[src/rtl/dual_sipo_shifter.sv]
// dual_sipo_shifter: shared-input left/right SIPO pair with word latch and valid pulse; define SIPO_PARITY_EN to add the Par output.
module dual_sipo_shifter #(
    parameter  int WIDTH = 4,
    localparam int CW    = $clog2(WIDTH)
) (
    input  logic             Clk,
    input  logic             Rst_n,
    input  logic             D,
    input  logic             En,
    input  logic             Clr,
    output logic [WIDTH-1:0] X,
    output logic [WIDTH-1:0] Y,
    output logic [CW-1:0]    Cnt,
    output logic [WIDTH-1:0] Xw,
    output logic [WIDTH-1:0] Yw,
`ifdef SIPO_PARITY_EN
    output logic             Par,
`endif
    output logic             Valid
);
    logic [WIDTH-1:0] x_nxt, y_nxt;
    logic             last;
    always_comb begin
        x_nxt = {X[WIDTH-2:0], D};
        y_nxt = {D, Y[WIDTH-1:1]};
        last  = Cnt == CW'(WIDTH - 1);
    end
    // Counter wraps explicitly so non-power-of-two widths work.
    always_ff @(posedge Clk or negedge Rst_n) begin
        if (!Rst_n) begin
            X     <= '0;
            Y     <= '0;
            Cnt   <= '0;
            Xw    <= '0;
            Yw    <= '0;
            Valid <= 1'b0;
`ifdef SIPO_PARITY_EN
            Par   <= 1'b0;
`endif
        end else if (Clr) begin
            X     <= '0;
            Y     <= '0;
            Cnt   <= '0;
            Valid <= 1'b0;
        end else if (En) begin
            X     <= x_nxt;
            Y     <= y_nxt;
            Cnt   <= last ? '0 : Cnt + CW'(1);
            Valid <= last;
            if (last) begin
                Xw  <= x_nxt;
                Yw  <= y_nxt;
`ifdef SIPO_PARITY_EN
                Par <= ^x_nxt;
`endif
            end
        end else begin
            Valid <= 1'b0;
        end
    end
endmodule

[config.mk]
export PLATFORM = sky130hd
export DESIGN_NAME = dual_sipo_shifter
export DESIGN_NICKNAME = d
export VERILOG_FILES = /design/src/rtl/dual_sipo_shifter.sv
export SDC_FILE = /design/constraint.sdc
export NUM_CORES = 1
export LEC_CHECK = 0
export BUFFER_PORTS_ARGS = -buffer_cell sky130_fd_sc_hd__buf_2
export CAP_MARGIN = 30
export CORE_MARGIN = 8
export CORE_UTILIZATION = 35
export DETAILED_ROUTE_END_ITERATION = 10
export HOLD_SLACK_MARGIN = 0.08
export REMOVE_ABC_BUFFERS = 1
export SETUP_SLACK_MARGIN = 0.5
export SYNTH_ARGS = -nofsm -noshare
export SYNTH_HDL_FRONTEND = slang
export SYNTH_SLANG_ARGS = --single-unit
[constraint.sdc]
create_clock -name Clk -period 1.46 [get_ports Clk]
set_input_delay 0.438 -clock Clk [delete_from_list [all_inputs] [get_ports Clk]]
set_output_delay 0.438 -clock Clk [all_outputs]
set_load 0.1 [all_outputs]
# Word-level counts from Yosys, hierarchy flattened
# Cells that the tools add are included.
# W data, S select, Z words.
[totals]
in_bits = 5
wordCells = 20
register_bits = 19
out_inout_bits = 19
[op_classes]
n_bitwise = 1
n_reduce_logical = 2
n_mux = 9
n_addsub = 1
eq_ne = 1
[op_table]
columns = ["op", "n"]
rows = [
  ["$mux W4", 4],
  ["$mux W2", 3],
  ["$reduce_and A3 Y1", 1],
  ["$add A2 B1 Y2 const B", 1],
  ["$eq A2 B2 Y1 const B", 1],
  ["$mux W1", 2],
  ["$reduce_bool A2 Y1", 1],
  ["$not A1 Y1", 1],
]

# Longest topological paths before layout
[logic_depth]
depth_word = 4
depth_mapped = 3

# Least setup slack after synthesis
# Ideal clock, no wire load.
[synth_path]
path_type = "register -> output"
from = "register Y[1]"
to = "output Y[1]"
t_required_ns = 1.022
path_stages_with_launch = 2
path_buffers = 1
path_slack_ns = -0.346
t_arrival_ns = 1.368
path_cell_list = "dfrtp_1 buf_4"
[synth_rtl]
columns = ["element", "line", "rtl"]
rows = [
  ["from (decl)", "12", "output logic [WIDTH-1:0] Y,"],
  ["from (signal assigned)", "47", "Y <= y_nxt;"],
]
# No word-level cell between the ends.

==> out/results.txt <==
status: completed
Yosys top cell area share: 52.9%
die area: 2980 sq um
area of the core: 1450 sq um
share of cells above drive strength 1: 76.6%
r2r endpoint: Xw[1]
setup slack, reg-to-reg: 240 ps
first-pass detailed-route iteration total: 4
final worst clock skew: 7.61 ps
ys async rst share: 100%
GPL Wtd Cong: 0.714
Avg Cell Area, Syn: 13.0 sq um
P&R area growth vs syn: 86.5%
first-pass GRT wire length: 1900 um
# rows: 14
Tmin final: 1360 ps
Synth Flop Type: dfrtp_1
Leakage: 0.459 nW
hold_sp: D
Worst EP arrival: 930 ps
vias: 364
critical-path cell list: buf_12
post-synth top area cell: dfrtp_1
largest net degree at the start of global routing: 12
initial antenna violation count: 0
Worst-Margin Slew: 257 ps
Ys Warns: 0
synth top area cells: dfrtp_1 (53%), buf_4 (12%), mux2i_1 (9.6%)
hold path cells: 2
Buffers & Inverters on Critical Path: 1
Root Buffer Master: clkbuf_4
post-synthesis instance total: 40
CP peak stage delay: 470 ps
Clk pin slew, worst setup/hold paths: 80 ps
CP startpoint: X[1]
slowest cell on the critical path: dfrtp_2
Setup crit end kind: output pin
Synth cell types: 12
Fmax: 0.734 GHz
crit share post-route: 93.4%
vias in the first global route: 380
DRT antenna net count: 0
RSZ-0062 raised after global routing: yes
chip width: 54.6 um
Ports: 24
Hold Path Sink: Xw[0]
ant diodes: 0
sequential fraction of the synthesis area: 52.9%
Max IR drop VDD: 0.000599 V
Max-Cap Viols: 0
final worst slack: 96.9 ps
Worst Setup Start Kind: flip-flop
Worst R2R Path Depth: 3
slew margin rel.: 82.9%
EDFF count, synth: 0
Post-synth top cells: dfrtp_1 (11), buf_4 (8), mux2i_1 (5), nor2_1 (5), mux2_2 (4)
Place WS: 176 ps
Iter 0 DRT Violations: 7
FF+latch count, synth: 11
Fillers: 99
Final #Nets: 71
# clock sinks: 11
clk_lat worst skew: 270 ps
critical path class: reg -> out
Avg Vias per Cell: 4.55
CTS tree: done
IO Port Bufs: 23
WL final: 1230 um
GRT Total Usage: 9.39%
GRT Residual Overflow: 0
Netlist Area Pre-Place: 520 sq um
final setup fails: 0
Initial Util: 35.8%
DR WL/cell: 15.4 um
worst reg2reg startpoint: Cnt[1]
Hold WC Path Type: in -> reg
Critical Path RT: 1020 ps
most common cell in the netlist: dfrtp_1
Levels on crit path: 1
H-tree levels: 1
hold_ws: 410 ps
crit path max fanout: 5
gate family responsible for the most delay along the worst path: flip-flops
Remaining DRCs: 0
Die Span Y: 54.6 um
max-slew violations: 0
Final Hold Vio Count: 0
power per standard cell area: 935 nW/um^2
Max Buffers Root-to-Sink: 2
CTS buffer count: 3
-- how the worst max path moves through the flow --
stage | slack, ps | end
final | 100 | Y[2]
after floorplan | -500 | X[0]
after detailed placement | 180 | Xw[1]
after global routing | 70 | Y[2]
after CTS | 90 | Y[2]
after global placement | 220 | Yw[0]
-- repair_timing --
item	CTS	global route
endpoints found under the hold margin	11	0
resized for setup	12	1
hold buffers	1	0
setup buffers	2	2
pin swaps	0	5
endpoints found under the setup margin	26	26
-- kinds of logic after synthesis --
family,count (synthesis),synth area share [%]
AND/OR/NAND/NOR,8,10.3
buffers and inverters,10,14.4
adder cells (fa/ha/maj),1,2.40
AO/OA/AOI/OAI,1,1.68
multiplexers,9,18.3
flip-flops,11,52.9
-- cell type report --
class                           count  area (sq um)  share of cell area, %
Multi-Input combinational cell     19           185                   19.1
Tap cell                           16          20.0                   2.06
Sequential cell                    11           288                   29.6
Inverter                            1          3.75                  0.387
Clock buffer                        4          26.3                   2.71
Timing Repair Buffer               29           448                   46.1
-- state kept, by name, indices dropped and copies added, names as in the netlist --
name / flops
Cnt: 2
Xw: 3
Yw: 1
Y: 2
Valid: 1
X: 2
-- cell usage in the layout, fill, tap and decap left out --
cell type      instances
nand3b_4               1
mux2_2                 4
inv_1                  1
ha_4                   1
a21oi_2                1
buf_4                  5
mux2i_1                5
clkbuf_1               1
clkbuf_4               3
nand2b_1               1
dlygate4sd3_1          1
dfrtp_2               10
or3b_4                 1
nor2_1                 5
buf_2                  4
dfrtp_1                1
buf_12                19
-- layer usage --
layer	part of all wire [%]	global-route usage (%)
met1	42	10.3
met2	46	13.7
met3	11	5.43
met4	0.65	5.74
met5	0	0
-- power breakdown --
group	switching (mW)	internal, mW
Combinational	0.220	0.128
Sequential	0.0275	0.321
Clock	0.105	0.106
-- metrics by stage --
| stage | instance area (sq um) | TNS, ps | total power [mW] | utilization [%] | instances |
|---|---|---|---|---|---|
| after floorplan | 449 | -11700 | 0.540 | - | 31 |
| after global placement | 877 | 0 | 0.681 | 60.3 | 71 |
| after detailed placement | 877 | 0 | 0.684 | 60.3 | 71 |
| after CTS | 953 | 0 | 0.913 | 65.6 | 78 |
| after global routing | 971 | 0 | 0.949 | 66.8 | 80 |
| final | 971 | 0 | 0.907 | 66.8 | 80 |
No activity file was read; power rests on OpenSTA's default activity.
